[config.mk]
export PLATFORM = sky130hd
export DESIGN_NAME = clk_rst_seq
export DESIGN_NICKNAME = d
export VERILOG_FILES = /design/src/rtl/clk_rst_seq_pkg.sv /design/src/rtl/clk_rst_seq_sync2.sv /design/src/rtl/clk_rst_seq.sv
export SDC_FILE = /design/constraint.sdc
export NUM_CORES = 1
export LEC_CHECK = 0
export ABC_AREA = 1
export BUFFER_PORTS_ARGS = -buffer_cell sky130_fd_sc_hd__buf_2
export CAP_MARGIN = 30
export CORE_MARGIN = 2
export CORE_UTILIZATION = 25
export CTS_CLUSTER_DIAMETER = 40
export DETAILED_ROUTE_END_ITERATION = 6
export PLACE_DENSITY = 0.5
export SYNTH_ARGS = -nofsm -noshare
export SYNTH_HDL_FRONTEND = slang
export SYNTH_SLANG_ARGS = --single-unit
[constraint.sdc]
create_clock -name clk_i -period 3.7 [get_ports clk_i]
set_input_delay 0.37 -clock clk_i [delete_from_list [all_inputs] [get_ports clk_i]]
set_output_delay 0.37 -clock clk_i [all_outputs]
set_load 0.05 [all_outputs]
[src/rtl/clk_rst_seq_pkg.sv]
// -----------------------------------------------------------------------------
// clk_rst_seq_pkg
// Shared types and constants for the USB clock-unit reset sequencer.
//   - clk_seq_state_t : sequencer state encoding
//   - DEF_*           : default cycle counts on the 24 MHz reference clock
//   - USB_FULL_SPEED  : existing USB speed selector used elsewhere in the unit
//   - max_u           : helper for sizing the shared sequencer counter
// -----------------------------------------------------------------------------
package clk_rst_seq_pkg;

    localparam bit USB_FULL_SPEED = 1'b1;

    typedef enum logic [2:0] {
        S_PLL_RST   = 3'd0,
        S_WAIT_LOCK = 3'd1,
        S_STABLE    = 3'd2,
        S_CPU_UP    = 3'd3,
        S_RUN       = 3'd4,
        S_SUSPEND   = 3'd5
    } clk_seq_state_t;

    // Defaults in 24 MHz reference-clock cycles
    localparam int unsigned DEF_PLL_RST_CYCLES = 16;
    localparam int unsigned DEF_LOCK_TIMEOUT   = 24000;
    localparam int unsigned DEF_STABLE_CYCLES  = 240;
    localparam int unsigned DEF_USB_RST_DELAY  = 8;

    function automatic int unsigned max_u(input int unsigned a, input int unsigned b);
        return (a > b) ? a : b;
    endfunction

endpackage

[src/rtl/clk_rst_seq_sync2.sv]
// -----------------------------------------------------------------------------
// sync2
// Two-flop synchroniser for a single-bit level signal.
// Ports:
//   clk_i  : destination clock
//   rst_ni : asynchronous active-low reset, both stages clear to 0
//   d_i    : asynchronous input
//   q_o    : synchronised output (two cycles of latency)
// -----------------------------------------------------------------------------
module sync2 (
    input  logic clk_i,
    input  logic rst_ni,
    input  logic d_i,
    output logic q_o
);

    logic meta_d, meta_q;
    logic sync_d, sync_q;

    always_comb begin
        meta_d = d_i;
        sync_d = meta_q;
    end

    always_ff @(posedge clk_i or negedge rst_ni) begin
        if (!rst_ni) begin
            meta_q <= 1'b0;
            sync_q <= 1'b0;
        end else begin
            meta_q <= meta_d;
            sync_q <= sync_d;
        end
    end

    assign q_o = sync_q;

endmodule

[src/rtl/clk_rst_seq.sv]
// -----------------------------------------------------------------------------
// clk_rst_seq
// Clock/reset sequencer for the USB clock unit (24 MHz reference domain).
// Holds the PLL in reset, waits for lock (with timeout and unlimited retry),
// waits for clocks to settle, then releases CPU reset and USB reset in order.
// Gates the USB clock buffer during suspend and restarts on loss of lock.
// Ports:
//   clk_i, rst_ni : reference clock, async active-low reset
//   pll_locked    : PLL lock flag (async, synchronised here)
//   usb_suspend   : suspend level from the USB SIE (synchronised here)
//   pll_areset    : PLL reset, active high
//   cpu_rst_n     : CPU-domain reset, active low
//   usb_rst_n     : USB-domain reset, active low
//   usb_clk_en    : USB clock buffer enable
//   clk_ok        : clocks running (S_RUN / S_SUSPEND)
//   lock_fail     : sticky lock-timeout flag, cleared only by rst_ni
//   lock_loss_cnt : saturating count of lock losses after lock was achieved
//                   (only with CLK_RST_SEQ_STATS_EN defined)
// Optional feature macro: CLK_RST_SEQ_STATS_EN
// -----------------------------------------------------------------------------
module clk_rst_seq
    import clk_rst_seq_pkg::*;
#(
    parameter int unsigned PLL_RST_CYCLES = DEF_PLL_RST_CYCLES,
    parameter int unsigned LOCK_TIMEOUT   = DEF_LOCK_TIMEOUT,
    parameter int unsigned STABLE_CYCLES  = DEF_STABLE_CYCLES,
    parameter int unsigned USB_RST_DELAY  = DEF_USB_RST_DELAY
) (
    input  logic       clk_i,
    input  logic       rst_ni,
    input  logic       pll_locked,
    input  logic       usb_suspend,
    output logic       pll_areset,
    output logic       cpu_rst_n,
    output logic       usb_rst_n,
    output logic       usb_clk_en,
    output logic       clk_ok,
    output logic       lock_fail
`ifdef CLK_RST_SEQ_STATS_EN
    ,
    output logic [7:0] lock_loss_cnt
`endif
);

    localparam int unsigned MAX_CYC = max_u(max_u(PLL_RST_CYCLES, LOCK_TIMEOUT),
                                            max_u(STABLE_CYCLES, USB_RST_DELAY));
    localparam int unsigned CNT_W   = (MAX_CYC > 1) ? $clog2(MAX_CYC) : 1;

    localparam logic [CNT_W-1:0] PLL_RST_LAST = CNT_W'(PLL_RST_CYCLES - 1);
    localparam logic [CNT_W-1:0] TIMEOUT_LAST = CNT_W'(LOCK_TIMEOUT - 1);
    localparam logic [CNT_W-1:0] STABLE_LAST  = CNT_W'(STABLE_CYCLES - 1);
    localparam logic [CNT_W-1:0] USB_DLY_LAST = CNT_W'(USB_RST_DELAY - 1);

    logic locked_s;
    logic susp_s;

    sync2 u_sync_lock (
        .clk_i  (clk_i),
        .rst_ni (rst_ni),
        .d_i    (pll_locked),
        .q_o    (locked_s)
    );

    sync2 u_sync_susp (
        .clk_i  (clk_i),
        .rst_ni (rst_ni),
        .d_i    (usb_suspend),
        .q_o    (susp_s)
    );

    clk_seq_state_t   state_d, state_q;
    logic [CNT_W-1:0] cnt_d, cnt_q;
    logic             pll_areset_d, pll_areset_q;
    logic             cpu_rst_n_d, cpu_rst_n_q;
    logic             usb_rst_n_d, usb_rst_n_q;
    logic             usb_clk_en_d, usb_clk_en_q;
    logic             clk_ok_d, clk_ok_q;
    logic             lock_fail_d, lock_fail_q;
    logic             timeout;
    logic             lock_lost;

    // Next-state logic. Lock loss is checked first in every locked state so it
    // always wins over suspend/resume. The counter clears on any transition and
    // otherwise free-runs; in RUN/SUSPEND its value is never used, so wrapping
    // there is harmless.
    always_comb begin
        state_d   = state_q;
        timeout   = 1'b0;
        lock_lost = 1'b0;

        unique case (state_q)
            S_PLL_RST: begin
                if (cnt_q == PLL_RST_LAST) state_d = S_WAIT_LOCK;
            end
            S_WAIT_LOCK: begin
                if (locked_s) begin
                    state_d = S_STABLE;
                end else if (cnt_q == TIMEOUT_LAST) begin
                    state_d = S_PLL_RST;
                    timeout = 1'b1;
                end
            end
            S_STABLE: begin
                if (!locked_s) begin
                    state_d   = S_PLL_RST;
                    lock_lost = 1'b1;
                end else if (cnt_q == STABLE_LAST) begin
                    state_d = S_CPU_UP;
                end
            end
            S_CPU_UP: begin
                if (!locked_s) begin
                    state_d   = S_PLL_RST;
                    lock_lost = 1'b1;
                end else if (cnt_q == USB_DLY_LAST) begin
                    state_d = S_RUN;
                end
            end
            S_RUN: begin
                if (!locked_s) begin
                    state_d   = S_PLL_RST;
                    lock_lost = 1'b1;
                end else if (susp_s) begin
                    state_d = S_SUSPEND;
                end
            end
            S_SUSPEND: begin
                if (!locked_s) begin
                    state_d   = S_PLL_RST;
                    lock_lost = 1'b1;
                end else if (!susp_s) begin
                    state_d = S_RUN;
                end
            end
            default: begin
                state_d = S_PLL_RST;
            end
        endcase

        cnt_d = (state_d != state_q) ? '0 : cnt_q + 1'b1;
    end

    // Outputs are decoded from the next state and registered, so they switch
    // on the same edge as the state register (lock loss reasserts all resets
    // together with pll_areset in one edge).
    always_comb begin
        pll_areset_d = (state_d == S_PLL_RST);
        cpu_rst_n_d  = (state_d == S_CPU_UP) || (state_d == S_RUN) || (state_d == S_SUSPEND);
        usb_rst_n_d  = (state_d == S_RUN) || (state_d == S_SUSPEND);
        usb_clk_en_d = (state_d == S_RUN);
        clk_ok_d     = (state_d == S_RUN) || (state_d == S_SUSPEND);
        lock_fail_d  = lock_fail_q | timeout;
    end

    always_ff @(posedge clk_i or negedge rst_ni) begin
        if (!rst_ni) begin
            state_q      <= S_PLL_RST;
            cnt_q        <= '0;
            pll_areset_q <= 1'b1;
            cpu_rst_n_q  <= 1'b0;
            usb_rst_n_q  <= 1'b0;
            usb_clk_en_q <= 1'b0;
            clk_ok_q     <= 1'b0;
            lock_fail_q  <= 1'b0;
        end else begin
            state_q      <= state_d;
            cnt_q        <= cnt_d;
            pll_areset_q <= pll_areset_d;
            cpu_rst_n_q  <= cpu_rst_n_d;
            usb_rst_n_q  <= usb_rst_n_d;
            usb_clk_en_q <= usb_clk_en_d;
            clk_ok_q     <= clk_ok_d;
            lock_fail_q  <= lock_fail_d;
        end
    end

    assign pll_areset = pll_areset_q;
    assign cpu_rst_n  = cpu_rst_n_q;
    assign usb_rst_n  = usb_rst_n_q;
    assign usb_clk_en = usb_clk_en_q;
    assign clk_ok     = clk_ok_q;
    assign lock_fail  = lock_fail_q;

`ifdef CLK_RST_SEQ_STATS_EN
    logic [7:0] loss_cnt_d, loss_cnt_q;

    // Counts only losses after lock was seen; WAIT_LOCK timeouts are excluded.
    always_comb begin
        loss_cnt_d = loss_cnt_q;
        if (lock_lost && (loss_cnt_q != 8'hFF)) loss_cnt_d = loss_cnt_q + 8'd1;
    end

    always_ff @(posedge clk_i or negedge rst_ni) begin
        if (!rst_ni) loss_cnt_q <= 8'd0;
        else         loss_cnt_q <= loss_cnt_d;
    end

    assign lock_loss_cnt = loss_cnt_q;
`else
    logic unused_lock_lost;
    assign unused_lock_lost = lock_lost;
`endif

endmodule

==> results.sh <==
export IMPL_grt_pass1_vias=987
export IMPL_grtUsageTotal=0.09254
export IMPL_final_hold_viol_count=0
export IMPL_rsz0062_at_grt="no"
export IMPL_drtPass1Iterations=6
export IMPL_synth_top_area_cell="dfrtp_1"
export IMPL_synth_top_cell_area_share=0.4337
export IMPL_dr_total_vias=998
export IMPL_yosysSeqAreaShare=0.4512
export IMPL_hp_class="primary input to async pin"
export IMPL_synth_seq_cells=27
export IMPL_ios=10
export IMPL_power_w=0.0008013
export IMPL_antenna_left=0
export IMPL_diodes=0
export IMPL_path_cells="ha_1 -> nand3_2 -> nor2_2 -> nand3_1 -> nand2_1 -> nand2_1 -> nand2_2 -> nand2_4 -> nand2_2 -> nand3_4 -> nor2_1"
export IMPL_yosysUniqueCellTypes=31
export IMPL_syn2layout_area_growth_pct=9.008
export IMPL_period_needed_ns=2.002
export IMPL_nets=175
export IMPL_slowest_delay_ns=0.38
export IMPL_crit_required_ns=3.90
export IMPL_grt_overflow_total=0
export IMPL_dieWidth_um=81.47
export IMPL_syn_avg_cell_area_um2=9.376
export IMPL_cp_start_kind="register"
export IMPL_async_flop_share=1.000
export IMPL_ys_warn_count=0
export IMPL_die_height_um=81.47
export IMPL_finalWirelength_um=2586
export IMPL_post_cts_buffers=0
export IMPL_tritoncts="built"
export IMPL_slew_headroom=0.6062
export IMPL_leakage_nw=0.7425
export IMPL_start_util=0.2564
export IMPL_grt_antenna_before_repair=0
export IMPL_post_cts_resized=0
export IMPL_synth_fp_nets=165
export IMPL_drive_above_1_share=0.2544
export IMPL_core_area_um2=5851
export IMPL_synth_area_um2=1500
export IMPL_cts_sinks=27
export IMPL_crit_type="register to register"
export IMPL_cts_htree_levels=1
export IMPL_ir_drop_mv=0.1706
export IMPL_clk_pin_slew_worst_paths_ns=0.10
export IMPL_synth_flop_cell="dfrtp_1"
export IMPL_final_max_slew_viol_count=0
export IMPL_synth_edf_count=0
export IMPL_rows=28
export IMPL_synthTopCellsByArea="dfrtp_1 (43%), nor2_4 (9.0%), xor2_1 (5.8%)"
export IMPL_skew_ns=0.004103
export IMPL_outcome="complete, no violations"
export IMPL_p_per_area_nw_per_um2=490.0
export IMPL_die_area_um2=6637
export IMPL_numCtsBuffers=3
export IMPL_post_route_period_util=0.5412
export IMPL_worstPathMaxFanout=15
export IMPL_gp_congestion=0.7651
export IMPL_cts_hold_fix_buffers=0
export IMPL_grt_max_degree=28
export IMPL_finish_utilization=0.2795
export IMPL_maxCapViolCount=0
export IMPL_routedWlPerCell_um=10.60
export IMPL_synthCells=160
export IMPL_clock_path_buffers=2
export IMPL_cp_end_kind="register"
export IMPL_drc=0
export IMPL_cts_root_buf="clkbuf_8"
export IMPL_vias_per_cell=4.090
export IMPL_grt_first_pass_wirelength_um=4733
export IMPL_worst_pin_slew_ns=0.5907
export IMPL_cp_arrival_ns=2.20
export IMPL_setup_viol=0
export IMPL_clock_latency_ns=0.27
export IMPL_place_detailed_hpwl_um=1926
export IMPL_slowest_stage="dfrtp_1"
export IMPL_finalSetupTns_ns=0
export IMPL_drtIter0Drc=59
export IMPL_io_buffers=9
export IMPL_fmax_mhz=499.4
[worst paths after layout]
| check | start | end | slack, ns | depth (start not counted) |
|---|---|---|---|---|
| max in group asynchronous | rst_ni | state_q[2] | 3.22 | 1 |
| worst max-delay path | cnt_q[0] | cnt_q[1] | 1.70 | 11 |
| worst min register to register | u_sync_susp.meta_q | u_sync_susp.q_o | 0.36 | 0 |
| min in group clk_i | pll_locked | u_sync_lock.meta_q | 0.20 | 1 |
| worst max register to register | cnt_q[0] | cnt_q[1] | 1.70 | 11 |
| worst min-delay path | rst_ni | cnt_q[7] | 0.09 | 1 |
[stage by stage]
stage	cells	instance area (um2)	setup slack, ns	hold slack (ns)
finish	244	1635	1.698	0.08894
global route	244	1635	1.421	0.1368
detailed placement	240	1589	1.680	0.3385
global placement	240	1589	1.745	0.3409
CTS	244	1635	1.672	0.1167
floorplan	160	1500	2.035	0.07441
[critical path: cells and delay by family, from the launching register on]
kind          cells  cell delay (ns)
flops             1             0.38
simple gates     10             1.30
fa+ha+maj         1             0.23
[final cells by class]
type / count / area, um2
Fill cell: 617 / 4215
Timing Repair Buffer: 9 / 45.04
Tap cell: 75 / 93.84
Inverter: 19 / 73.82
Multi-Input combinational cell: 110 / 699.4
Clock buffer: 3 / 41.29
Sequential cell: 27 / 676.9
Clock inverter: 1 / 5.005
[flip-flops by register name, summed over array words and instances (netlist names)]
signal              cells
cnt_q                  15
state_q                 3
clk_ok                  1
cpu_rst_n               1
lock_fail               1
pll_areset              1
u_sync_lock.meta_q      1
u_sync_lock.q_o         1
u_sync_susp.meta_q      1
u_sync_susp.q_o         1
usb_clk_en              1
[power by group]
group          internal (W)  leakage [nW]  total, W  switching (W)
clock             0.0000754        0.0255  0.000168      0.0000925
combinational     0.0000821         0.361  0.000245       0.000163
sequential         0.000338         0.356  0.000388      0.0000495
total              0.000496         0.742  0.000801       0.000305
[cells by family (layout without fill, tap and decap cells)]
group / count (synthesis) / after routing / share of synthesized area
simple gates: 92 / 92 / 0.3628
flops: 27 / 27 / 0.4512
buf+inv: 23 / 32 / 0.08257
xor+xnor: 11 / 11 / 0.06422
compound gates: 6 / 6 / 0.03086
fa+ha+maj: 1 / 1 / 0.008339
[placed cells by master (no fill, tap or decap)]
cell type	synthesis	layout
dfrtp_1	26	26
dfstp_2	1	1
nor3_2	1	1
nand2_4	1	1
o22ai_1	1	1
inv_4	1	1
nand4_1	4	4
inv_1	17	17
clkbuf_8	0	3
nand2_2	3	3
nand2_1	21	21
nor3_1	5	5
inv_2	1	1
buf_2	0	9
a211oi_1	1	1
nand3_1	17	17
nor2_4	12	12
nand3_4	1	1
a21boi_0	1	1
xnor2_1	1	1
and3_1	1	1
xor2_1	10	10
o21bai_1	1	1
o211ai_2	1	1
o21ai_0	1	1
nand3_2	3	3
nor4_1	1	1
ha_1	1	1
clkinv_2	0	1
nor2_2	5	5
nor2_1	17	17
[synth_stat cells (all sizes together) (4+ instances only)]
cell,number
xor2,10
nor3,6
buf,4
nand2,25
nand3,21
nand4,4
inv,19
nor2,34
dfrtp,26
[layer usage]
layer  vias up  wire length, um  GRT usage
li1        529                -          -
met1       458             1356     0.1331
met2         9             1156     0.1402
met3         2               60    0.02637
met4         0               13    0.01525
met5         -                0          0
(Power assumes the default switching activity.)
